`src/rtl/display_capture_4digit_pkg.sv`:
```
// Shared 7-segment table and decode codes for the display driver and the capture monitor.
package display_capture_4digit_pkg;

    localparam int unsigned NUM_DIGITS = 4;
    localparam int unsigned SEG_W      = 7;
    localparam int unsigned DEC_W      = 4;

    // {a,b,c,d,e,f,g}, active-high
    localparam logic [SEG_W-1:0] SEG_0   = 7'b1111110;
    localparam logic [SEG_W-1:0] SEG_1   = 7'b0110000;
    localparam logic [SEG_W-1:0] SEG_2   = 7'b1101101;
    localparam logic [SEG_W-1:0] SEG_3   = 7'b1111001;
    localparam logic [SEG_W-1:0] SEG_4   = 7'b0110011;
    localparam logic [SEG_W-1:0] SEG_5   = 7'b1011011;
    localparam logic [SEG_W-1:0] SEG_6   = 7'b1011111;
    localparam logic [SEG_W-1:0] SEG_7   = 7'b1110000;
    localparam logic [SEG_W-1:0] SEG_8   = 7'b1111111;
    localparam logic [SEG_W-1:0] SEG_9   = 7'b1111011;
    localparam logic [SEG_W-1:0] SEG_OFF = 7'b0000000;

    localparam logic [DEC_W-1:0] DEC_OFF = 4'hF;
    localparam logic [DEC_W-1:0] DEC_BAD = 4'hE;

endpackage

```
`src/rtl/segs27dec.sv`:
```
// Combinational inverse of the driver's dec27segs encoder: {a..g} -> dec code plus illegal flag.
module segs27dec
    import display_capture_4digit_pkg::*;
(
    input  logic [SEG_W-1:0] segs,
    output logic [DEC_W-1:0] dec_c,
    output logic             bad_c
);

    always_comb begin
        dec_c = DEC_BAD;
        bad_c = 1'b0;
        case (segs)
            SEG_0:   dec_c = 4'h0;
            SEG_1:   dec_c = 4'h1;
            SEG_2:   dec_c = 4'h2;
            SEG_3:   dec_c = 4'h3;
            SEG_4:   dec_c = 4'h4;
            SEG_5:   dec_c = 4'h5;
            SEG_6:   dec_c = 4'h6;
            SEG_7:   dec_c = 4'h7;
            SEG_8:   dec_c = 4'h8;
            SEG_9:   dec_c = 4'h9;
            SEG_OFF: dec_c = DEC_OFF;
            default: bad_c = 1'b1;
        endcase
    end

endmodule

```
`src/rtl/display_capture_4digit.sv`:
```
// Display bus monitor: debounces each strobed digit, decodes it back to dec/dp, and tracks
// frame completion, bus liveness and sticky protocol errors.
module display_capture_4digit
    import display_capture_4digit_pkg::*;
#(
    parameter int unsigned CONFIRM = 2,
    parameter int unsigned TIMEOUT = 256
) (
    input  logic        clk,
    input  logic        rst,
    input  logic [7:0]  segments,
    input  logic [3:0]  digits,
    output logic [15:0] decs,
    output logic [3:0]  points,
    output logic        valid,
    output logic        frame_done,
    output logic        err_pattern,
    output logic        err_strobe
);

    localparam int unsigned CW = $clog2(CONFIRM + 1);
    localparam int unsigned TW = $clog2(TIMEOUT);

    logic [DEC_W-1:0]      dec_c;
    logic                  bad_c;
    logic                  strobe_ok_c;
    logic                  strobe_multi_c;
    logic [NUM_DIGITS-1:0] conf_c;

    logic [15:0]           decs_q, decs_d;
    logic [3:0]            points_q, points_d;
    logic                  valid_q, valid_d;
    logic                  frame_done_q, frame_done_d;
    logic                  err_pattern_q, err_pattern_d;
    logic                  err_strobe_q, err_strobe_d;
    logic [NUM_DIGITS-1:0] seen_q, seen_d;
    logic [TW-1:0]         tmo_q, tmo_d;

    segs27dec u_dec (
        .segs  (segments[7:1]),
        .dec_c (dec_c),
        .bad_c (bad_c)
    );

    // Legal strobe is exactly one bit; zero is idle, anything else is a bus fault.
    assign strobe_ok_c    = (digits != 4'h0) && ((digits & (digits - 4'h1)) == 4'h0);
    assign strobe_multi_c = (digits != 4'h0) && !strobe_ok_c;

    for (genvar gi = 0; gi < NUM_DIGITS; gi++) begin : g_slice
        logic [7:0]    shadow_q, shadow_d;
        logic [CW-1:0] cnt_q, cnt_d;
        logic          hit_c;

        assign hit_c = strobe_ok_c && digits[gi];

        // A changed pattern restarts the run; a repeat counts up and saturates at CONFIRM.
        always_comb begin
            shadow_d = shadow_q;
            cnt_d    = cnt_q;
            if (hit_c) begin
                if (segments != shadow_q) begin
                    shadow_d = segments;
                    cnt_d    = CW'(1);
                end else if (cnt_q != CW'(CONFIRM)) begin
                    cnt_d = cnt_q + CW'(1);
                end
            end
        end

        assign conf_c[gi] = hit_c && (cnt_d == CW'(CONFIRM));

        always_ff @(posedge clk) begin
            if (rst) begin
                shadow_q <= '0;
                cnt_q    <= '0;
            end else begin
                shadow_q <= shadow_d;
                cnt_q    <= cnt_d;
            end
        end
    end

    always_comb begin
        decs_d        = decs_q;
        points_d      = points_q;
        valid_d       = valid_q;
        frame_done_d  = 1'b0;
        err_pattern_d = err_pattern_q;
        err_strobe_d  = err_strobe_q;
        seen_d        = seen_q;
        tmo_d         = tmo_q;

        // A full mask closes the frame; a confirmation this cycle belongs to the next one.
        if (seen_q == 4'hF) begin
            frame_done_d = 1'b1;
            valid_d      = 1'b1;
            seen_d       = '0;
        end
        seen_d = seen_d | conf_c;

        for (int i = 0; i < NUM_DIGITS; i++) begin
            if (conf_c[i]) begin
                decs_d[4*i +: 4] = dec_c;
                points_d[i]      = segments[0];
            end
        end

        if (strobe_multi_c)        err_strobe_d  = 1'b1;
        if (strobe_ok_c && bad_c)  err_pattern_d = 1'b1;

        // Liveness: any legal strobe reloads; otherwise count and saturate at expiry.
        if (strobe_ok_c) begin
            tmo_d = '0;
        end else begin
            if (tmo_q != TW'(TIMEOUT - 1)) tmo_d = tmo_q + TW'(1);
            if (tmo_d == TW'(TIMEOUT - 1)) begin
                valid_d = 1'b0;
                seen_d  = '0;
            end
        end
    end

    always_ff @(posedge clk) begin
        if (rst) begin
            decs_q        <= 16'hFFFF;
            points_q      <= '0;
            valid_q       <= 1'b0;
            frame_done_q  <= 1'b0;
            err_pattern_q <= 1'b0;
            err_strobe_q  <= 1'b0;
            seen_q        <= '0;
            tmo_q         <= '0;
        end else begin
            decs_q        <= decs_d;
            points_q      <= points_d;
            valid_q       <= valid_d;
            frame_done_q  <= frame_done_d;
            err_pattern_q <= err_pattern_d;
            err_strobe_q  <= err_strobe_d;
            seen_q        <= seen_d;
            tmo_q         <= tmo_d;
        end
    end

    assign decs        = decs_q;
    assign points      = points_q;
    assign valid       = valid_q;
    assign frame_done  = frame_done_q;
    assign err_pattern = err_pattern_q;
    assign err_strobe  = err_strobe_q;

endmodule

```
`config.mk`:
```
export PLATFORM = sky130hd
export DESIGN_NAME = display_capture_4digit
export DESIGN_NICKNAME = d
export VERILOG_FILES = /design/src/rtl/display_capture_4digit_pkg.sv /design/src/rtl/segs27dec.sv /design/src/rtl/display_capture_4digit.sv
export SDC_FILE = /design/constraint.sdc
export NUM_CORES = 1
export LEC_CHECK = 0
export ABC_AREA = 1
export CAP_MARGIN = 10
export CORE_AREA = 2 2 93 95
export CTS_BUF_LIST = sky130_fd_sc_hd__clkbuf_4 sky130_fd_sc_hd__clkbuf_8
export CTS_CLUSTER_DIAMETER = 120
export DETAILED_ROUTE_END_ITERATION = 8
export DIE_AREA = 0 0 95 97
export HOLD_SLACK_MARGIN = 0.02
export PLACE_DENSITY = 0.8
export SLEW_MARGIN = 20
export SYNTH_ARGS = -nofsm -noshare
export SYNTH_HDL_FRONTEND = slang
export SYNTH_HIERARCHICAL = 1
export SYNTH_SLANG_ARGS = --single-unit
```
`constraint.sdc`:
```
create_clock -name clk -period 1.5 [get_ports clk]
set_input_delay 0.225 -clock clk [delete_from_list [all_inputs] [get_ports clk]]
set_output_delay 0.225 -clock clk [all_outputs]
set_load 0.01 [all_outputs]
```
==> results.md <==
- Setup WS pre-CTS: -0.576 ns
- Critical-path cell list: ha_4 -> nand2_4 -> nor2_4 -> nand2_4 -> xnor2_2 -> nor2_1 -> nand3_1 -> nand2_2 -> nor2_1
- Layout cells sized above 1: 0.271
- Routed WL per cell: 14.0 µm
- DIE WIDTH: 95 µm
- M1 WL: 5020 µm
- Worst setup EP type: register
- Most frequent cells in the layout: nand2_1 (195), inv_1 (81), dfxtp_1 (65)
- Hold buffers post-CTS: 0
- Fin util: 0.719
- Final setup viols: 0
- Distinct cells, synth: 31
- PortBufs: 37
- Post-DP HPWL: 7990 µm
- Initial core utilization: 0.526
- ANT nets after route: 0
- FF+latch count, synth: 76
- Total wire length: 12100 µm
- Final slew viol count: 0
- Top cells by area, synth: dfxtp_1 (36%), nand2_1 (19%), inv_1 (7.6%)
- Die area: 9220 µm²
- RR Startpoint: tmo_q[1]
- Worst skew pair latency: 0.36 ns
- Worst rel slew slack: 0.811
- Hold Path Stages: 4
- Via/cell ratio: 5.33
- Metal2 WL: 6030 µm
- FP Rows: 33
- Area share of the largest cell type after synthesis: 0.355
- Clock tree buffer depth: 2
- Worst hold endpoint: g_slice[2].shadow_q[5]
- RR Endpoint: seen_q[0]
- Total chip power: 4.54 mW
- RSZ-0062 raised after global routing: yes
- Syn. warnings: 6
- Fillers: 565
- CORE AREA: 8130 µm²
- Critical Path Max Stage Delay: 0.36 ns
- Worst path slowest cell: dfxtp_2
- Yosys top cell by area: dfxtp_1
- Dpl cells: 837
- Overflow after GRT: 0
- Final worst path period share: 0.989
- Worst EP arrival: 1.75 ns
- Max-cap viol count: 0
- Synth Instances: 645
- Mapped Avg Cell Area: 6.64 µm²
- NumNets Final: 774
- Number of H-tree levels: 3
- R2R setup slack: 0.02 ns
- Max layer used: met4
- # DRC: 0
- Vias in the first global route: 4284
- Syn-to-layout area delta: 36.7%
- Routed met3 length: 759 µm
- Period minus WS final: 1.48 ns
- Mapped Nets: 664
- # diodes: 0
- Commonest non-fill, non-tap cell in the layout: nand2_1
- Initial antenna violation count: 0
- Vias: 4611
- DR pass1 iterations: 5
- GRT Util Overall: 0.259
- Pin count of the biggest net entering global routing: 33
- Crit Path Category: reg2reg
- Clock skew: 0.0111 ns
- Hold Crit Start: segments[5]
- CTS tree: yes
- Crit Path Max Fanout: 8
- Data required, critical path: 1.76 ns
- Chip Height: 97 µm
- HP Class: in2reg
- DRC violation total after the first TritonRoute iteration: 300
- Max VDD drop: 0.000521 V
- Final setup margin: 0.0170 ns
- Status: finished clean
- First-pass GRT wire length: 19200 µm
- F_max: 674 MHz
- Io pins: 38
- Setup TNS: 0 ns
- Sequential element share of the synthesized area: 0.355
- Final Hold Viols: 0
- CP Launch Type: register
- Pwr Density: 777 nW/µm²
- Routability congestion estimate: 0.864
- Leakage: 2.78 nW
- Slew @ Worst Pin: 0.283 ns
- CTS sink cnt: 76
- CTS Buf Count: 9
- Post-route insts no fill: 865
- Clk slew on worst S/H paths: 0.09 ns
- Synthesized area: 4280 µm²
- CTS root buf: clkbuf_8
- R2R depth: 9
==> cell usage after synthesis <==
library cell  instances
nand4_4               4
inv_2                 5
a21oi_1              31
buf_6                10
o21ai_0              12
ha_1                  5
nor3_1                2
inv_4                 2
buf_1                 1
dfxtp_1              76
nor2_2                3
nand3_1              31
inv_1                87
clkbuf_1              4
clkinv_1              1
o21bai_1              1
nor2_4                1
buf_4                 6
o21ai_2               4
nand2_2               6
xnor2_1               4
nand4_2               2
buf_2                 1
nand4_1              21
nor2_1               70
a22oi_1               2
nand3_2               3
o21ai_4               4
nand2_1             212
a21oi_2              13
o21ai_1              21
==> flip-flops by register name, indices dropped and copies added (netlist names) <==
signal	cells
g_slice.shadow_q	32
decs	16
g_slice.cnt_q	8
tmo_q	8
points	4
seen_q	4
err_pattern	1
err_strobe	1
frame_done	1
valid	1
==> worst max-delay path: cells and delay by family (launching register included) <==
family | cells | cell delay (ns)
xor+xnor | 1 | 0.16
fa+ha+maj | 1 | 0.15
flops | 1 | 0.36
simple gates | 7 | 0.71
==> per-stage QoR <==
step,area [µm²],hold slack (ns)
finish,5850,0.396
global route,5850,0.446
CTS,5660,0.418
detailed placement,5200,0.444
global placement,5200,0.440
floorplan,4280,0.294
==> how the worst max path moves through the flow <==
stage / cells past startpoint / to / from
after floorplan: 10 / seen_q[0] / tmo_q[0]
after global placement: 11 / decs[10] / segments[5]
after detailed placement: 11 / decs[10] / segments[5]
after CTS: 1 / decs[13] / decs[13]
after global routing: 9 / seen_q[1] / tmo_q[2]
final: 9 / seen_q[0] / tmo_q[1]
==> metal layers <==
metal,up-vias,global-route usage
li1,2251,-
met1,2146,0.326
met2,179,0.434
met3,35,0.0600
met4,0,0.0847
met5,-,0
==> cell families after synthesis <==
| group | Yosys count | synth area share |
|---|---|---|
| flops | 76 | 0.355 |
| fa+ha+maj | 5 | 0.0146 |
| simple gates | 355 | 0.365 |
| compound gates | 88 | 0.130 |
| xor+xnor | 4 | 0.00818 |
| buf+inv | 117 | 0.127 |
==> layout make-up <==
cell class | instances | area (µm²) | area share
clock buffers | 10 | 138 | 0.0235
clock inverters | 6 | 70.1 | 0.0120
inverters | 95 | 362 | 0.0618
multi-input cells | 452 | 2430 | 0.415
flip-flops and latches | 76 | 1540 | 0.262
well taps | 105 | 131 | 0.0225
repair buffers | 121 | 1190 | 0.203
==> repair_timing <==
action                     CTS  global route
cloned                       2             0
pin swaps                   18            20
resized for setup           55            67
setup buffers                6             5
setup endpoints to repair   64            74
==> report_power, final <==
part           switching [mW]  total, mW  internal, mW
Sequential             0.0278       2.09          2.07
Combinational           0.452      0.780         0.328
Clock                   0.845       1.67         0.825
(Power assumes the default switching activity.)
